==> config.mk <==
export PLATFORM = sky130hd
export DESIGN_NAME = rcp_word_tracker
export DESIGN_NICKNAME = d
export VERILOG_FILES = /design/src/rtl/rcp_word_tracker.sv
export SDC_FILE = /design/constraint.sdc
export NUM_CORES = 1
export LEC_CHECK = 0
export ABC_CLOCK_PERIOD_IN_PS = 1800
export BUFFER_PORTS_ARGS = -buffer_cell sky130_fd_sc_hd__buf_2
export CORE_MARGIN = 4
export CORE_UTILIZATION = 42
export CTS_CLUSTER_DIAMETER = 200
export DETAILED_ROUTE_END_ITERATION = 7
export HOLD_SLACK_MARGIN = 0.02
export MAX_ROUTING_LAYER = met4
export PLACE_DENSITY = 0.79
export SLEW_MARGIN = 0
export SYNTH_ARGS = -nofsm -noshare
export SYNTH_HDL_FRONTEND = slang
export SYNTH_SLANG_ARGS = --single-unit
==> constraint.sdc <==
create_clock -name clk -period 1.8 [get_ports clk]
set_input_delay 0.45 -clock clk [delete_from_list [all_inputs] [get_ports clk]]
set_output_delay 0.45 -clock clk [all_outputs]
set_load 0.01 [all_outputs]
==> src/rtl/rcp_word_tracker.sv <==
// Single-register-stage pass-through that counts packet words and raises
// one-cycle strobes, aligned with out_data, on the words the RCP parser samples.
module rcp_word_tracker #(
  parameter int DATA_WIDTH = 64,
  parameter int CTRL_WIDTH = DATA_WIDTH / 8,
  parameter logic [CTRL_WIDTH-1:0] IOQ_STAGE_NUM = 'hFF,
  parameter int WORD_THIRD = 3,
  parameter int WORD_RTT   = 5,
  parameter int WORD_FRATE = 6
) (
  input  logic                  clk,
  input  logic                  reset,
  input  logic [DATA_WIDTH-1:0] in_data,
  input  logic [CTRL_WIDTH-1:0] in_ctrl,
  input  logic                  in_wr,
  output logic                  in_rdy,
  output logic [DATA_WIDTH-1:0] out_data,
  output logic [CTRL_WIDTH-1:0] out_ctrl,
  output logic                  out_wr,
  input  logic                  out_rdy,
  output logic                  word_RCP_FIRST,
  output logic                  word_RCP_THIRD,
  output logic                  word_RCP_RTT,
  output logic                  word_RCP_FRATE
);

  // state       | meaning
  // MODULE_HDRS | between packets or inside the module-header words
  // IN_PACKET   | inside the data words; word_cnt is the last data-word index
  typedef enum logic {MODULE_HDRS, IN_PACKET} state_t;

  localparam logic [3:0] IDX_THIRD = 4'(WORD_THIRD);
  localparam logic [3:0] IDX_RTT   = 4'(WORD_RTT);
  localparam logic [3:0] IDX_FRATE = 4'(WORD_FRATE);

  state_t     state;
  logic [3:0] word_cnt;
  logic [3:0] next_cnt;

  assign in_rdy = out_rdy;

  // Saturate so very long packets never wrap back onto a strobe index.
  always_comb begin
    next_cnt = (word_cnt == 4'hF) ? 4'hF : word_cnt + 4'd1;
  end

  always_ff @(posedge clk) begin
    if (reset) begin
      out_data       <= '0;
      out_ctrl       <= '0;
      out_wr         <= 1'b0;
      word_RCP_FIRST <= 1'b0;
      word_RCP_THIRD <= 1'b0;
      word_RCP_RTT   <= 1'b0;
      word_RCP_FRATE <= 1'b0;
      state          <= MODULE_HDRS;
      word_cnt       <= 4'd0;
    end else begin
      out_data       <= in_data;
      out_ctrl       <= in_ctrl;
      out_wr         <= in_wr;
      word_RCP_FIRST <= 1'b0;
      word_RCP_THIRD <= 1'b0;
      word_RCP_RTT   <= 1'b0;
      word_RCP_FRATE <= 1'b0;
      if (in_wr) begin
        case (state)
          MODULE_HDRS: begin
            if (in_ctrl == IOQ_STAGE_NUM) begin
              word_RCP_FIRST <= 1'b1;
            end else if (in_ctrl == '0) begin
              word_cnt <= 4'd1;
              state    <= IN_PACKET;
            end
          end
          IN_PACKET: begin
            // The EOP word is still a data word, so it may carry a strobe.
            word_RCP_THIRD <= (next_cnt == IDX_THIRD);
            word_RCP_RTT   <= (next_cnt == IDX_RTT);
            word_RCP_FRATE <= (next_cnt == IDX_FRATE);
            if (in_ctrl == '0) begin
              word_cnt <= next_cnt;
            end else begin
              word_cnt <= 4'd0;
              state    <= MODULE_HDRS;
            end
          end
          default: begin
            word_cnt <= 4'd0;
            state    <= MODULE_HDRS;
          end
        endcase
      end
    end
  end

endmodule
==> results.json, run 1 <==
{
  "status": "completed",
  "drtAntennaViolNets": 0,
  "dp_hpwl_microns": 4280,
  "synth_common_cells": "dfxtp_1, nor2b_1, clkbuf_1",
  "min-delay-start": "in_data[45]",
  "route.final.wire_length_microns": 5450,
  "grt_pass1_wl_microns": 8480,
  "yosysSeqAreaShare_pct": 66.6,
  "syn2layout_area_growth_pct": 40.7,
  "num_vias": 1944,
  "placementRows": 27,
  "crit_path_start": "in_ctrl[4]",
  "avgSynthCellArea_sq_um": 11.5,
  "required_ns": 2.05,
  "place_congestion": 0.804,
  "drtIter0Drc": 41,
  "path_class": "input port to flop",
  "postCtsHoldBufs": 0,
  "path_max_fanout": 5,
  "grt_use_met1_pct": 16.7,
  "synth_area_sq_um": 2470,
  "hold_viol": 0,
  "drc": 0,
  "clock_skew_ns": 0.00693,
  "synth_top_cells_by_area": "dfxtp_1, nor2b_1, ha_1",
  "post-route-min-period_ns": 1.45,
  "die_height_microns": 84.6,
  "dieArea_sq_um": 7160,
  "synthArstFlopShare_pct": 0,
  "ys.flop_type": "dfxtp_1",
  "p_per_area_nw_per_um2": 997,
  "grt-busiest-layer": "met2",
  "fin_util_pct": 61.9,
  "r2r-start": "word_cnt[0]",
  "rsz0062_at_grt": "no",
  "grt_max_degree": 49,
  "path_delay_family": "simple AND/OR/NAND/NOR gates",
  "worst_pin_slew_ns": 0.475,
  "cts_setup_buffers": 0,
  "crit_path_top_delay_cell": "or4_4",
  "crit_buf_inv": 1,
  "synth_most_common_cell": "dfxtp_1",
  "fin_crit_sh_pct": 80.4,
  "clk_latency_ns": 0.33,
  "cts.clk_slew.worst_paths_ns": 0.07,
  "synth_edf_count": 0,
  "finalInstanceArea_sq_um": 3470,
  "antenna_found_initial": 0,
  "hp-class": "input port to flop",
  "fin_cells": 445,
  "cts_tree": "yes",
  "n_antenna_cell": 0,
  "placed_area_sq_um": 3290,
  "grt_usage_pct": 15.3,
  "die_x_microns": 84.6,
  "yosysTopAreaCellShare_pct": 66.6,
  "max_freq_mhz": 691,
  "start_util_pct": 44.0,
  "grt_use_met2_pct": 24.4,
  "path_cells": "buf_2 > or4_4 > nor3_4 > o21ai_1 > a211oi_2",
  "place_ws_ns": 0.00317,
  "cts_buffers": 9,
  "io_pins": 154,
  "tns_ns": 0,
  "drive_gt1_share_pct": 46.4,
  "critPathLaunchType": "input port",
  "nets": 448,
  "synth_top_cell_by_area": "dfxtp_1",
  "max_cap_violations": 0,
  "fill_cells": 497,
  "io_buffers": 151,
  "p_total_mw": 3.46,
  "relSlewSlack_pct": 68.3,
  "synth_cell_type_count": 28,
  "synthesis.nets": 293,
  "p_leak_nw": 1.72,
  "synth_seq_cells": 82,
  "max_stage_delay_ns": 0.55,
  "use_met3_pct": 5.89,
  "synth_warnings": 0,
  "worst_slack_ns": 0.353,
  "vdd_ir_drop_max_v": 0.000688,
  "grt-ovfl-total": 0,
  "first_global_vias": 1915,
  "wl_per_cell_microns": 12.2,
  "clock_tree.root_cell": "clkbuf_8",
  "drt-pass1-iter-count": 4,
  "design.core.area_sq_um": 5610,
  "synthCells": 214,
  "cts_sinks": 82,
  "postCtsResizedCells": 0,
  "arrival_ns": 1.70,
  "drv_slew": 0,
  "setup_viol": 0,
  "vias_per_cell": 4.37,
  "ctsLongestPathBuffers": 2,
  "h-tree-depth": 3,
  "whs_ns": 0.325,
  "dp_cells": 430,
  "end_kind": "flop"
}
power breakdown:
group / switching, mW / leakage, nW / internal [mW]
sequential: 0.0184 / 0.681 / 1.90
clock: 0.562 / 0.0962 / 0.668
combinational: 0.150 / 0.939 / 0.160
total: 0.731 / 1.72 / 2.73
per-layer routing:
layer / wire length, microns / vias up
li1: - / 991
met1: 2230 / 838
met2: 2450 / 105
met3: 672 / 10
met4: 94 / 0
met5: 0 / -
cells by family after synthesis:
| kind of cell | count (synthesis) | share of synthesized area [%] |
|---|---|---|
| AO/OA/AOI/OAI | 14 | 3.70 |
| buffers and inverters | 13 | 2.44 |
| adder cells (fa/ha/maj) | 3 | 1.52 |
| AND/OR/NAND/NOR | 101 | 25.4 |
| flip-flops | 82 | 66.6 |
| XOR/XNOR | 1 | 0.355 |
path summary, 6_finish.rpt:
| kind | cells past startpoint | endpoint | slack [ns] |
|---|---|---|---|
| setup / recovery | 5 | word_cnt[2] | 0.35 |
| hold / removal | 2 | out_data[45] | 0.33 |
| setup reg to reg | 5 | word_RCP_THIRD | 0.36 |
| hold reg to reg | 2 | state | 0.56 |
worst register-to-register path: stages, from the launching register on:
cell and delay (ns):
dfxtp_1 0.46, ha_1 0.33, nand2_1 0.11, nor2_1 0.10, nor2_1 0.05, nor4b_1 0.29
sequential cells by signal, indices dropped and copies added, names as in the netlist:
signal / cells
out_data: 64
out_ctrl: 8
word_cnt: 4
out_wr: 1
state: 1
word_RCP_FIRST: 1
word_RCP_FRATE: 1
word_RCP_RTT: 1
word_RCP_THIRD: 1
placed cells by master (no fill, tap or decap), types with 2 or more instances in the layout:
| cell type | Yosys | layout |
|---|---|---|
| a21oi_1 | 6 | 6 |
| o21ai_1 | 2 | 2 |
| clkinv_2 | 0 | 2 |
| inv_1 | 3 | 3 |
| clkbuf_1 | 7 | 2 |
| nor4_1 | 3 | 3 |
| dfxtp_1 | 82 | 82 |
| clkbuf_8 | 0 | 10 |
| nor2b_1 | 71 | 71 |
| buf_4 | 3 | 3 |
| nor2_1 | 6 | 6 |
| buf_2 | 0 | 151 |
| nand4_1 | 2 | 2 |
| and2_1 | 3 | 3 |
| nand2_1 | 6 | 6 |
| nor3_1 | 2 | 2 |
| ha_1 | 3 | 3 |
| or4_4 | 2 | 2 |
final cells by class:
cell class / instances / area, sq um / share of cell area [%]
Sequential cell: 82 / 1640 / 47.3
Timing Repair Buffer: 154 / 778 / 22.4
Multi-Input combinational cell: 119 / 764 / 22.0
Clock buffer: 12 / 145 / 4.18
Tap cell: 72 / 90.1 / 2.60
Clock inverter: 3 / 40.0 / 1.15
Inverter: 3 / 11.3 / 0.324
Power figures use the tool's default switching activity.
==> run 2: changes to the inputs <==
--- a/config.mk
+++ b/config.mk
@@ -5,7 +5,8 @@
 export SDC_FILE = /design/constraint.sdc
 export NUM_CORES = 1
 export LEC_CHECK = 0
-export ABC_CLOCK_PERIOD_IN_PS = 1800
+export ABC_AREA = 1
+export ABC_CLOCK_PERIOD_IN_PS = 1500
 export BUFFER_PORTS_ARGS = -buffer_cell sky130_fd_sc_hd__buf_2
 export CORE_MARGIN = 4
 export CORE_UTILIZATION = 42
@@ -13,7 +14,7 @@
 export DETAILED_ROUTE_END_ITERATION = 7
 export HOLD_SLACK_MARGIN = 0.02
 export MAX_ROUTING_LAYER = met4
-export PLACE_DENSITY = 0.79
+export PLACE_DENSITY = 0.78
 export SLEW_MARGIN = 0
 export SYNTH_ARGS = -nofsm -noshare
 export SYNTH_HDL_FRONTEND = slang
==> constraint.sdc (replaced) <==
create_clock -name clk -period 1.5 [get_ports clk]
set_input_delay 0.375 -clock clk [delete_from_list [all_inputs] [get_ports clk]]
set_output_delay 0.375 -clock clk [all_outputs]
set_load 0.01 [all_outputs]
==> run 2 against run 1 <==
  * Combinational power increased by 28%
  * Clock skew decreased by 0.0059 ns
  * Synthesized area increased by 4.7%
  * Critical path type is now flop to flop
  * Largest cell class unchanged
  * Register-to-register slack got worse by 0.19 ns
  * Highest routed layer unchanged
  * Non-clock buffer count decreased by 1
  * Cell count increased by 22%
  * Final area increased by 4.8%
  * Critical endpoint unchanged
  * Total power increased by 28%
==> results.json, run 2 <==
{
  "synth_common_cells": "nor2_1, inv_1, dfxtp_1",
  "placementRows": 28,
  "arrival_ns": 1.60,
  "cts_buffers": 9,
  "die_x_microns": 86.4,
  "end_kind": "flop",
  "dp_hpwl_microns": 4840,
  "final_common_cell": "buf_2",
  "fin_crit_sh_pct": 88.9,
  "first_global_vias": 2177,
  "grt_usage_pct": 16.7,
  "seqPwrFrac_pct": 51.9,
  "multi_input_area_sq_um": 578,
  "synth_warnings": 0,
  "die_height_microns": 86.4,
  "clk_latency_ns": 0.32,
  "cts.clk_slew.worst_paths_ns": 0.08,
  "max_cap_violations": 0,
  "path_cells": "ha_1 > nand3_1 > nand3_1 > nand3_1 > nand2_1 > inv_1 > nor2_1",
  "postCtsHoldBufs": 0,
  "place_ws_ns": 0.151,
  "worst_pin_slew_ns": 0.253,
  "yosysTopAreaCellShare_pct": 63.6,
  "synthesis.nets": 386,
  "synth_area_sq_um": 2580,
  "p_sw_share_pct": 21.5,
  "synthArstFlopShare_pct": 0,
  "critPathLaunchType": "flop",
  "drv_slew": 0,
  "clock_skew_ns": 0.00102,
  "path_max_fanout": 6,
  "ctsLongestPathBuffers": 2,
  "critPathMostFrequentCell": "nand3_1",
  "worst_slack_ns": 0.166,
  "p_clk_share_pct": 39.2,
  "vdd_ir_drop_max_v": 0.000774,
  "avgSynthCellArea_sq_um": 8.41,
  "vias_per_cell": 4.21,
  "n_antenna_cell": 0,
  "hold_viol": 0,
  "fin_util_pct": 61.1,
  "path_delay_family": "simple AND/OR/NAND/NOR gates",
  "num_vias": 2275,
  "drtAntennaViolNets": 0,
  "design.core.area_sq_um": 5960,
  "top_regs": "out_data x64, out_ctrl x8, word_cnt x4",
  "comb_power_share_pct": 9.0,
  "largest_reg_flops": 64,
  "grt_max_degree": 43,
  "synthCells": 307,
  "relSlewSlack_pct": 83.1,
  "synth_edf_count": 0,
  "ys.flop_type": "dfxtp_1",
  "max_freq_mhz": 750,
  "fill_cells": 554,
  "place_congestion": 0.854,
  "grt_pass1_wl_microns": 9560,
  "seqCellArea_sq_um": 1640,
  "synth_cell_type_count": 16,
  "dieArea_sq_um": 7470,
  "drc": 0,
  "syn2layout_area_growth_pct": 40.8,
  "yosysSeqAreaShare_pct": 63.6,
  "nets": 541,
  "hp-class": "input port to flop",
  "synth_top_cells_by_area": "dfxtp_1, nor2_1, inv_1",
  "wl_per_cell_microns": 11.2,
  "io_pins": 154,
  "grt-ovfl-total": 0,
  "synth_top_cell_by_area": "dfxtp_1",
  "rsz0062_at_grt": "no",
  "p_leak_nw": 2.20,
  "synth_most_common_cell": "nor2_1",
  "cts_tree": "yes",
  "clock_tree.root_cell": "clkbuf_8",
  "drive_gt1_share_pct": 36.9,
  "crit_buf_inv": 1,
  "required_ns": 1.76,
  "antenna_found_initial": 0,
  "most-common-layout-cells": "buf_2, nor2_1, inv_1",
  "p_per_area_nw_per_um2": 1220,
  "io_buffers": 151,
  "crit_path_top_delay_cell": "dfxtp_1",
  "max_stage_delay_ns": 0.43,
  "postCtsResizedCells": 0,
  "drt-pass1-iter-count": 4,
  "start_util_pct": 43.4,
  "status": "completed",
  "h-tree-depth": 3,
  "path_class": "flop to flop",
  "post-route-min-period_ns": 1.33,
  "synth_seq_cells": 82,
  "top_register": "out_data",
  "setup_viol": 0,
  "route.final.wire_length_microns": 6080,
  "internal-power_mw": 3.49,
  "cts_setup_buffers": 0,
  "drtIter0Drc": 77,
  "tns_ns": 0,
  "cts_sinks": 82,
  "power_switching_mw": 0.955
}
-- run 2: cell types whose count changed after synthesis, moves of 2 or more --
| cell | before | now |
|---|---|---|
| buf_4 | 3 | 1 |
| nor4_1 | 3 | 0 |
| nor2b_1 | 71 | 0 |
| and2_1 | 3 | 0 |
| inv_1 | 3 | 84 |
| nand2_1 | 6 | 22 |
| or4_4 | 2 | 0 |
| o21ai_1 | 2 | 0 |
| buf_2 | 0 | 8 |
| a21oi_1 | 6 | 2 |
| nor2_1 | 6 | 85 |
| clkbuf_1 | 7 | 0 |
| nand3_1 | 0 | 12 |
-- run 2: worst paths after layout --
kind	from	endpoint	slack (ns)	cells past startpoint
setup reg to reg	word_cnt[0]	word_cnt[2]	0.17	7
setup / recovery	word_cnt[0]	word_cnt[2]	0.17	7
hold reg to reg	state	state	0.56	2
hold / removal	in_data[62]	out_data[62]	0.24	3
-- run 2: final cells by class --
cell class,instances,share of cell area (%)
multi-input combinational,132,15.9
clock buffer,11,4.16
timing repair buffer,153,21.5
clock inverter,4,2.03
inverter,84,8.67
sequential,82,45.1
tap,75,2.58
-- run 2: metrics by stage --
| stage | total power [mW] | hold slack, ns | cells | cell area, sq um |
|---|---|---|---|---|
| floorplan | 2.53 | 0.455 | 307 | 2580 |
| global placement | 2.75 | 0.549 | 526 | 3410 |
| detailed placement | 2.76 | 0.555 | 526 | 3410 |
| CTS | 4.50 | 0.227 | 541 | 3640 |
| global route | 4.65 | 0.223 | 541 | 3640 |
| finish | 4.44 | 0.242 | 541 | 3640 |
-- run 2: metal layers --
metal	part of all wire (%)	GRT usage [%]	up-vias
met1	37	17.3	987
li1	-	-	1166
met2	50	28.2	106
met5	0	-	-
met3	10	6.08	16
met4	2.7	7.37	0
-- run 2: cell families after synthesis --
| group | after synthesis | share of synthesized area, % |
|---|---|---|
| AND/OR/NAND/NOR | 126 | 20.3 |
| buffers and inverters | 93 | 14.1 |
| flip-flops | 82 | 63.6 |
| AO/OA/AOI/OAI | 3 | 0.678 |
| adder cells (fa/ha/maj) | 3 | 1.45 |
-- run 2: worst min-delay path: stages --
cell,delay (ns)
buf_2,0.07
inv_1,0.03
nor2_1,0.06
-- run 2: power groups by stage --
stage	sequential [mW]	clock, mW	combinational (mW)
floorplan	2.41	0	0.115
global placement	2.35	0	0.396
detailed placement	2.36	0	0.405
CTS	2.30	1.79	0.406
global route	2.31	1.89	0.448
finish	2.30	1.74	0.398
==> run 3: changes to the inputs <==
--- a/config.mk
+++ b/config.mk
@@ -7,10 +7,10 @@
 export LEC_CHECK = 0
 export ABC_AREA = 1
 export ABC_CLOCK_PERIOD_IN_PS = 1500
-export BUFFER_PORTS_ARGS = -buffer_cell sky130_fd_sc_hd__buf_2
+export BUFFER_PORTS_ARGS = -buffer_cell sky130_fd_sc_hd__clkbuf_2
 export CORE_MARGIN = 4
 export CORE_UTILIZATION = 42
-export CTS_CLUSTER_DIAMETER = 200
+export CTS_CLUSTER_DIAMETER = 40
 export DETAILED_ROUTE_END_ITERATION = 7
 export HOLD_SLACK_MARGIN = 0.02
 export MAX_ROUTING_LAYER = met4
==> run 3 against run 2 <==
  * Wire length shrank 2.6%
  * Register-to-register slack improved by 0.02 ns
  * Sequential power about the same
  * First-iteration DRC count shrank 25%
  * Non-clock buffer count is the same
  * Critical path depth stayed put
  * Via count did not move
  * Die area unchanged
  * Worst setup slack improved by 0.016 ns
  * Cell count did not move
  * Core utilization down 0.32 points
  * Critical endpoint unchanged
  * Largest power group unchanged
==> results.json, run 3 (synthesis results as in run 2) <==
{
  "clock_tree.root_cell": "clkbuf_8",
  "cts_setup_buffers": 0,
  "num_vias": 2275,
  "r2r-start": "word_cnt[0]",
  "die_height_microns": 86.4,
  "grt_max_degree": 48,
  "crit_path_top_delay_cell": "dfxtp_1",
  "whs_ns": 0.213,
  "crit_path_start": "word_cnt[0]",
  "fin_crit_sh_pct": 87.9,
  "io_buffers": 151,
  "fin_cells": 541,
  "reg2reg_slack_ns": 0.18,
  "largest_reg_flops": 64,
  "start_util_pct": 43.4,
  "vdd_ir_drop_max_v": 0.000744,
  "place_congestion": 0.869,
  "cts_tree": "yes",
  "drc": 0,
  "grt_pass1_wl_microns": 9460,
  "tns_ns": 0,
  "nets": 541,
  "drtIter0Drc": 58,
  "io_pins": 154,
  "grt-ovfl-total": 0,
  "path_max_fanout": 6,
  "syn2layout_area_growth_pct": 40.1,
  "antenna_found_initial": 0,
  "ctsLongestPathBuffers": 2,
  "postCtsHoldBufs": 0,
  "r2r_end": "word_cnt[2]",
  "top_register": "out_data",
  "relSlewSlack_pct": 83.3,
  "hp-class": "input port to flop",
  "most-common-layout-cells": "clkbuf_2, nor2_1, inv_1",
  "placed_area_sq_um": 3410,
  "max_stage_delay_ns": 0.42,
  "placementRows": 28,
  "design.core.area_sq_um": 5960,
  "wl_per_cell_microns": 11.0,
  "reg2regPathDepth": 7,
  "path_cells": "ha_1 > nand3_1 > nand3_1 > nand3_1 > nand2_1 > inv_1 > nor2_1",
  "fill_cells": 567,
  "clk_latency_ns": 0.33,
  "drive_gt1_share_pct": 36.7,
  "critPathMostFrequentCell": "nand3_1",
  "cts_buffers": 9,
  "cts_sinks": 82,
  "vias_per_cell": 4.21,
  "dp_hpwl_microns": 4720,
  "path_class": "flop to flop",
  "dp_cells": 526,
  "p_per_area_nw_per_um2": 1210,
  "max_cap_violations": 0,
  "worst_pin_slew_ns": 0.250,
  "drtAntennaViolNets": 0,
  "dieArea_sq_um": 7470,
  "required_ns": 1.78,
  "postCtsResizedCells": 0,
  "finalInstanceArea_sq_um": 3620,
  "grt_usage_pct": 16.6,
  "rsz0062_at_grt": "no",
  "clock_skew_ns": 0.00246,
  "arrival_ns": 1.59,
  "setup_viol": 0,
  "crit_end": "word_cnt[2]",
  "post-route-min-period_ns": 1.32,
  "drt-pass1-iter-count": 4,
  "critPathLaunchType": "flop",
  "final_common_cell": "clkbuf_2",
  "cts.clk_slew.worst_paths_ns": 0.08,
  "first_global_vias": 2201,
  "p_leak_nw": 2.18,
  "hold_viol": 0,
  "n_antenna_cell": 0,
  "route.final.wire_length_microns": 5930,
  "h-tree-depth": 3,
  "drv_slew": 0,
  "end_kind": "flop",
  "die_x_microns": 86.4,
  "status": "completed",
  "top_regs": "out_data x64, out_ctrl x8, word_cnt x4",
  "max_freq_mhz": 759
}
## run 3: changes by cell type in the layout (fill, tap and decap cells not counted)
cell / delta
buf_2: -151
clkbuf_1: +1
clkbuf_2: +151
clkbuf_8: -2
clkinv_2: +1
## run 3: worst max-delay path: cells and delay by family (launching register included)
family,cells,cell delay [ns]
AND/OR/NAND/NOR,5,0.56
flip-flops,1,0.42
adder cells (fa/ha/maj),1,0.23
buffers and inverters,1,0.04
## run 3: how the worst min path moves through the flow
stage	slack, ns	depth (start not counted)	from	endpoint
floorplan	0.45	1	reset	out_wr
global placement	0.55	2	word_cnt[0]	word_cnt[0]
detailed placement	0.54	2	state	state
CTS	0.19	3	in_data[1]	out_data[1]
global route	0.20	3	in_data[48]	out_data[48]
finish	0.21	3	in_data[8]	out_data[8]
## run 3: area by class of cell
| cell class | count | area, sq um | share of cell area [%] |
|---|---|---|---|
| flip-flops and latches | 82 | 1640 | 45.4 |
| repair buffers | 153 | 783 | 21.6 |
| multi-input cells | 132 | 578 | 16.0 |
| inverters | 84 | 315 | 8.71 |
| clock buffers | 10 | 128 | 3.53 |
| well taps | 75 | 93.8 | 2.59 |
| clock inverters | 5 | 78.8 | 2.18 |
## run 3: through the flow
stage / setup slack [ns] / power, mW / utilization, %
6_report: 0.182 / 4.36 / 60.8
5_1_grt: 0.0742 / 4.59 / 60.8
4_1_cts: 0.199 / 4.43 / 60.8
3_5_place_dp: 0.215 / 2.76 / 57.3
3_3_place_gp: 0.245 / 2.75 / 57.3
2_1_floorplan: 0.354 / 2.53 / -
## run 3: per-layer routing
layer / vias up / GRT usage, % / part of all wire (%)
met2: 113 / 27.6 / 49
met5: - / - / 0
met3: 18 / 4.94 / 9.8
met4: 0 / 8.64 / 2.7
met1: 976 / 17.9 / 38
li1: 1168 / - / -
## run 3: power breakdown
group / internal (mW) / leakage, nW / switching, mW
sequential: 2.28 / 0.681 / 0.0277
combinational: 0.182 / 1.39 / 0.212
clock: 0.929 / 0.107 / 0.730
